`config.mk`:
```
export PLATFORM = sky130hd
export DESIGN_NAME = color_stream_packer_flat
export DESIGN_NICKNAME = d
export VERILOG_FILES = /design/src/rtl/color_stream_packer_if.sv /design/src/rtl/color_stream_packer.sv /design/src/flat_wrapper.sv
export SDC_FILE = /design/constraint.sdc
export NUM_CORES = 1
export LEC_CHECK = 0
export BUFFER_PORTS_ARGS = -buffer_cell sky130_fd_sc_hd__buf_2
export CAP_MARGIN = 0
export CORE_MARGIN = 2
export CORE_UTILIZATION = 50
export DETAILED_ROUTE_END_ITERATION = 8
export GPL_TIMING_DRIVEN = 1
export PLACE_DENSITY = 0.77
export SYNTH_ARGS = -nofsm -noshare
export SYNTH_HDL_FRONTEND = slang
export SYNTH_SLANG_ARGS = --single-unit
```
`constraint.sdc`:
```
create_clock -name clk -period 5.1 [get_ports clk]
set_input_delay 0.51 -clock clk [delete_from_list [all_inputs] [get_ports clk]]
set_output_delay 0.51 -clock clk [all_outputs]
set_load 0.01 [all_outputs]
```
`src/rtl/color_stream_packer_if.sv`:
```
// ---------------------------------------------------------------------------
// color_stream_packer_if
// AXI4-Stream video bus carried out of color_stream_packer.
//   tdata  [23:0]  RGB pixel {R,G,B}
//   tvalid         head entry present
//   tready         consumer accepts the head entry
//   tuser          start of frame (x=0, y=0)
//   tlast          end of line (x=H_RES-1)
// master: the packer (source); slave: the consumer (VDMA).
// ---------------------------------------------------------------------------
interface color_stream_packer_if;
  logic [23:0] tdata;
  logic        tvalid;
  logic        tready;
  logic        tuser;
  logic        tlast;

  modport master (output tdata, output tvalid, output tuser, output tlast, input tready);
  modport slave  (input tdata, input tvalid, input tuser, input tlast, output tready);
endinterface

```
`src/rtl/color_stream_packer.sv`:
```
// ---------------------------------------------------------------------------
// color_stream_packer
// Packs registered RGB pixels from the colour-LUT stage into an AXI4-Stream
// video stream. A first-word-fall-through FIFO absorbs tready backpressure;
// write-side x/y counters tag each pixel with start-of-frame / end-of-line.
//
// Ports:
//   clk, rst            clock, synchronous active-high reset
//   color[23:0], valid  incoming pixel (no backpressure on this side)
//   almost_full         registered throttle to the upstream pixel engines
//   m_axis (master)     tdata/tvalid/tready/tuser/tlast output stream
//   overflow            sticky: a pixel was dropped on a full FIFO
//   frame_done          1-cycle pulse after the last pixel of a frame leaves
//
// Optional feature macro: COLOR_STREAM_STATS_EN
//   adds frame_count[15:0] (wrapping count of frame_done pulses) and
//   drop_count[15:0] (saturating count of dropped pixels).
// ---------------------------------------------------------------------------
module color_stream_packer #(
  parameter int H_RES      = 640,
  parameter int V_RES      = 480,
  parameter int FIFO_DEPTH = 16,
  parameter int AF_MARGIN  = 4
) (
  input  logic                   clk,
  input  logic                   rst,
  input  logic [23:0]            color,
  input  logic                   valid,
  output logic                   almost_full,
  color_stream_packer_if.master  m_axis,
  output logic                   overflow,
  output logic                   frame_done
`ifdef COLOR_STREAM_STATS_EN
  ,
  output logic [15:0]            frame_count,
  output logic [15:0]            drop_count
`endif
);

  localparam int AW = $clog2(FIFO_DEPTH);
  localparam int CW = AW + 1;
  localparam int XW = $clog2(H_RES);
  localparam int YW = (V_RES > 1) ? $clog2(V_RES) : 1;

  localparam logic [XW-1:0] X_LAST = XW'(H_RES - 1);
  localparam logic [YW-1:0] Y_LAST = YW'(V_RES - 1);
  localparam logic [CW-1:0] DEPTH  = CW'(FIFO_DEPTH);
  localparam logic [CW-1:0] AF_THR = CW'(FIFO_DEPTH - AF_MARGIN);

  // Entry layout: {sof, eol, rgb}
  logic [25:0]   mem_q [FIFO_DEPTH];
  logic [AW-1:0] wr_ptr_q, wr_ptr_d;
  logic [AW-1:0] rd_ptr_q, rd_ptr_d;
  logic [CW-1:0] count_q, count_d;
  logic [XW-1:0] x_q, x_d;
  logic [YW-1:0] y_q, y_d;
  logic [YW-1:0] rd_y_q, rd_y_d;
  logic          almost_full_q, almost_full_d;
  logic          overflow_q, overflow_d;
  logic          frame_done_q, frame_done_d;

  logic [25:0]   head;
  logic [25:0]   wr_entry;
  logic          tvalid;
  logic          pop;
  logic          push;
  logic          drop;

  assign head   = mem_q[rd_ptr_q];
  assign tvalid = (count_q != '0);
  assign pop    = tvalid && m_axis.tready;
  // A full FIFO still accepts when the head leaves in the same cycle.
  assign push   = valid && ((count_q < DEPTH) || pop);
  assign drop   = valid && !push;

  assign wr_entry = {(x_q == '0) && (y_q == '0), (x_q == X_LAST), color};

  // Head fields are forced to zero while empty so stale RAM never shows.
  assign m_axis.tvalid = tvalid;
  assign m_axis.tdata  = tvalid ? head[23:0] : '0;
  assign m_axis.tlast  = tvalid && head[24];
  assign m_axis.tuser  = tvalid && head[25];

  assign almost_full = almost_full_q;
  assign overflow    = overflow_q;
  assign frame_done  = frame_done_q;

  always_comb begin
    wr_ptr_d      = wr_ptr_q;
    rd_ptr_d      = rd_ptr_q;
    count_d       = count_q;
    x_d           = x_q;
    y_d           = y_q;
    rd_y_d        = rd_y_q;
    overflow_d    = overflow_q || drop;
    frame_done_d  = 1'b0;
    // Registered from current occupancy: one cycle behind, covered by AF_MARGIN.
    almost_full_d = (count_q >= AF_THR);

    // Geometry advances on every valid pixel, stored or dropped.
    if (valid) begin
      if (x_q == X_LAST) begin
        x_d = '0;
        y_d = (y_q == Y_LAST) ? '0 : y_q + 1'b1;
      end else begin
        x_d = x_q + 1'b1;
      end
    end

    if (push) wr_ptr_d = wr_ptr_q + 1'b1;
    if (pop)  rd_ptr_d = rd_ptr_q + 1'b1;

    case ({push, pop})
      2'b10:   count_d = count_q + 1'b1;
      2'b01:   count_d = count_q - 1'b1;
      default: count_d = count_q;
    endcase

    // Read-side line tracking for frame_done; tuser re-aligns it to line 0.
    if (pop) begin
      if (head[24]) begin
        frame_done_d = (rd_y_q == Y_LAST);
        rd_y_d       = (rd_y_q == Y_LAST) ? '0 : rd_y_q + 1'b1;
      end else if (head[25]) begin
        rd_y_d = '0;
      end
    end
  end

  always_ff @(posedge clk) begin
    if (rst) begin
      wr_ptr_q      <= '0;
      rd_ptr_q      <= '0;
      count_q       <= '0;
      x_q           <= '0;
      y_q           <= '0;
      rd_y_q        <= '0;
      almost_full_q <= 1'b0;
      overflow_q    <= 1'b0;
      frame_done_q  <= 1'b0;
    end else begin
      wr_ptr_q      <= wr_ptr_d;
      rd_ptr_q      <= rd_ptr_d;
      count_q       <= count_d;
      x_q           <= x_d;
      y_q           <= y_d;
      rd_y_q        <= rd_y_d;
      almost_full_q <= almost_full_d;
      overflow_q    <= overflow_d;
      frame_done_q  <= frame_done_d;
    end
  end

  // Storage needs no reset: count_q gates visibility of every entry.
  always_ff @(posedge clk) begin
    if (push && !rst) mem_q[wr_ptr_q] <= wr_entry;
  end

`ifdef COLOR_STREAM_STATS_EN
  logic [15:0] frame_count_q, frame_count_d;
  logic [15:0] drop_count_q, drop_count_d;

  always_comb begin
    frame_count_d = frame_count_q + {15'd0, frame_done_q};
    drop_count_d  = drop_count_q;
    if (drop && (drop_count_q != 16'hFFFF)) drop_count_d = drop_count_q + 16'd1;
  end

  always_ff @(posedge clk) begin
    if (rst) begin
      frame_count_q <= '0;
      drop_count_q  <= '0;
    end else begin
      frame_count_q <= frame_count_d;
      drop_count_q  <= drop_count_d;
    end
  end

  assign frame_count = frame_count_q;
  assign drop_count  = drop_count_q;
`endif

endmodule

```
`src/flat_wrapper.sv`:
```
// flat-port wrapper written by rule: the top's interface ports become plain ports
module color_stream_packer_flat 
#(
  parameter int H_RES      = 640,
  parameter int V_RES      = 480,
  parameter int FIFO_DEPTH = 16,
  parameter int AF_MARGIN  = 4
)
  (clk, rst, color, valid, almost_full, overflow, frame_done, m_axis_tdata, m_axis_tvalid, m_axis_tuser, m_axis_tlast, m_axis_tready);
  color_stream_packer_if m_axis_i ();
  input  logic clk;
  input  logic rst;
  input  logic [23:0] color;
  input  logic valid;
  output logic almost_full;
  output logic overflow;
  output logic frame_done;
  output wire logic [$bits(m_axis_i.tdata)-1:0] m_axis_tdata;
  output wire logic [$bits(m_axis_i.tvalid)-1:0] m_axis_tvalid;
  output wire logic [$bits(m_axis_i.tuser)-1:0] m_axis_tuser;
  output wire logic [$bits(m_axis_i.tlast)-1:0] m_axis_tlast;
  input wire logic [$bits(m_axis_i.tready)-1:0] m_axis_tready;
  assign m_axis_tdata = m_axis_i.tdata;
  assign m_axis_tvalid = m_axis_i.tvalid;
  assign m_axis_tuser = m_axis_i.tuser;
  assign m_axis_tlast = m_axis_i.tlast;
  assign m_axis_i.tready = m_axis_tready;
  color_stream_packer #(.H_RES(H_RES), .V_RES(V_RES), .FIFO_DEPTH(FIFO_DEPTH), .AF_MARGIN(AF_MARGIN)) u_core (.clk(clk), .rst(rst), .color(color), .valid(valid), .almost_full(almost_full), .m_axis(m_axis_i), .overflow(overflow), .frame_done(frame_done));
endmodule
```
==> reports/summary.txt <==
RSZ-0062 raised after global routing: no
FF-to-FF End: u_core.count_q[4]$_SDFFE_PP0P_
Cell Area, Synth: 18100 um2
Hold Path Depth: 1
Clock Skews: 0.0188 ns
Leakage power: 6.50 nW
P&R area growth vs syn: 13.6%
Worst hold start: color[9]
# resized after CTS: 0
Top cells by count, synth: 416 x edfxtp_1, 129 x mux4_2, 53 x nor2_1
Final wirelength: 36.8 mm
Synth Net Count: 939
Ys async rst share: 0%
Max-slew headroom: 16.8%
Pwr dens: 455 nW/um2
Postcts setup bufs: 0
Vias: 8764
Outcome: finished, final reports clean
Most frequent cell after synthesis: edfxtp_1
Worst Hold Endpoint: u_core.mem_q[8][9]$_DFFE_PP_
TritonCTS clock tree: done
WS Path Type: reg2out
FF-to-FF Start: u_core.count_q[1]$_SDFFE_PP0P_
Routability congestion estimate from global placement: 0.753
Crit path capture type: output pin
Die ar.: 37800 um2
Sequential share of the synthesized area: 74.2%
Syn_area_per_cell: 20.2 um2
First drt pass iteration count: 7
Sw Ratio: 25.1%
Worst EP required: 4.59 ns
Setup TNS: 0 ns
Worst Tran Pin Value: 1.24 ns
Total grt overflow: 0
Core Rows: 69
Peak supply drop: 0.283 mV
Setup violations, final: 0
Critical path peak fanout: 40
First-iteration detailed-routing DRC count: 873
Reg clk slew, reported paths: 0.06 ns
I/O pins: 58
Starting density of the core: 50.8%
HPWL Detailed: 19.1 mm
Min-Delay Path Class: in2reg
Distinct cells, synth: 46
Initial antenna violation count: 2
Synth Flop Type: edfxtp_1
Slew Viols, Final: 0
First-pass GRT wire length: 55.8 mm
Synth Instances: 898
Net Sw Power: 0.00235 W
Largest net degree at the start of global routing: 71
Comb power frac: 17.4%
Internal Pwr Total: 0.00701 W
Nets: 1019
Clk buf depth: 3
CTS root buf: clkbuf_16
Sequential Power Share: 46.7%
Final Hold Vio Count: 0
CTS Hold Bufs: 0
Sink Count: 464
Fmax: 0.262 GHz
Register bit total from synthesis: 464
H-tree levels: 2
Clock network power share: 35.9%
Clock Latency Late Sink: 0.57 ns
Final antenna-violating net count: 0
Tot Pwr: 0.00937 W
Synthesis Warnings: 0
Fill cells: 2507
Final worst path period share: 74.9%
Vias in the first global route: 9062
Reg2reg setup slack: 1.98 ns
Maxcap violations: 0
Crit start category: register
CTS Buf Count: 45
Avg WL per Cell: 25.0 um
CP arrival: 3.31 ns
Chip width: 194 um
Worst Reg-to-Reg Cells: 11
Share of cells above drive strength 1: 28.8%
Ranking of synthesized cells by area: edfxtp_1 69%, mux4_2 16%, dfxtp_1 5.3%
Yosys top cell area share: 68.9%
Tmin final: 3.82 ns
Core area: 35700 um2
DR vias/cell: 5.94
Largest area contributor in the netlist: edfxtp_1
IO Port Bufs: 57
Post-route DRC: 0
GRT Resource Usage Total: 20.0%
Number of flops mapped to enable cells by yosys: 416
Die height: 194 um
## critical path, cell delays in order (launching register included)
cell     delay (ns)
dfxtp_4        0.87
buf_12         0.37
mux4_2         0.56
mux4_2         0.47
nor2b_1        0.19
buf_2          0.21
## cells by family after synthesis
logic type	Yosys count	share of synthesized area (%)
flip-flops	464	74.2
AND/OR/NAND/NOR	171	4.85
buffers and inverters	52	1.26
XOR/XNOR	24	1.16
adder cells (fa/ha/maj)	13	0.898
multiplexers	133	16.3
AO/OA/AOI/OAI	41	1.34
## through the flow
stage	cells	worst slack (ns)	hold WS [ns]	utilization, %	instance area, um2
6_report	1475	1.28	0.308	57.8	20600
5_1_grt	1473	1.11	0.311	57.7	20600
4_1_cts	1473	1.22	0.290	57.7	20600
3_5_place_dp	1392	1.84	0.455	53.5	19100
3_3_place_gp	1392	1.86	0.452	53.5	19100
2_1_floorplan	898	1.56	0.436	-	18100
## layout by cell type, fill, tap and decap left out, drive strengths merged, types with 3 or more instances in the layout
| cell | n |
|---|---|
| clkinv | 19 |
| nand2b | 6 |
| nor2 | 53 |
| xnor2 | 7 |
| bufinv | 6 |
| nor2b | 31 |
| buf | 74 |
| or3 | 3 |
| xor2 | 17 |
| a21oi | 13 |
| a31oi | 4 |
| ha | 13 |
| o21ai | 16 |
| inv | 11 |
| mux4 | 129 |
| o31ai | 3 |
| nor4 | 3 |
| dfxtp | 48 |
| nand2 | 24 |
| edfxtp | 416 |
| clkbuf | 55 |
| and3 | 8 |
| nor3 | 8 |
| nand3 | 18 |
| nand4 | 7 |
## final cells by class
type                    count  area, um2  area share [%]
clock inverters            26        333            1.62
multi-input cells         382       4550            22.1
inverters                  11       41.3           0.200
repair buffers             74        438            2.13
diodes                      2       5.00          0.0243
clock buffers              55       1180            5.75
well taps                 461        577            2.80
flip-flops and latches    464      13500            65.4
## registers in the layout, indices dropped and copies added (netlist names), named ones only
| signal | flops |
|---|---|
| u_core.mem_q | 416 |
| u_core.x_q | 10 |
| u_core.rd_y_q | 9 |
| u_core.y_q | 9 |
| u_core.count_q | 5 |
| u_core.rd_ptr_q | 4 |
| u_core.wr_ptr_q | 4 |
| u_core.almost_full | 1 |
| u_core.frame_done | 1 |
| u_core.overflow | 1 |
## metal layers
metal	vias up	share of wire, %	GRT usage [%]
met5	-	0.035	0
met2	312	51	33.7
met3	68	5.8	3.70
met4	2	2.6	6.61
li1	3811	-	-
met1	4571	40	26.5
## power groups by stage
| stage | sequential (W) | clock [W] | combinational [W] |
|---|---|---|---|
| 2_1_floorplan | 0.00433 | 0 | 0.00124 |
| 3_3_place_gp | 0.00446 | 0 | 0.00162 |
| 3_5_place_dp | 0.00446 | 0 | 0.00164 |
| 4_1_cts | 0.00439 | 0.00341 | 0.00165 |
| 5_1_grt | 0.00440 | 0.00357 | 0.00175 |
| 6_report | 0.00438 | 0.00336 | 0.00163 |
## worst max path at each step
stage                                   end  cells after the start
3_3_place_gp               m_axis_tdata[17]                      5
2_1_floorplan  u_core.mem_q[0][0]$_DFFE_PP_                      5
6_report                   m_axis_tdata[17]                      5
5_1_grt                    m_axis_tdata[17]                      5
3_5_place_dp               m_axis_tdata[17]                      5
4_1_cts                    m_axis_tdata[17]                      5
Note: power is estimated with default switching activity, not from simulation.
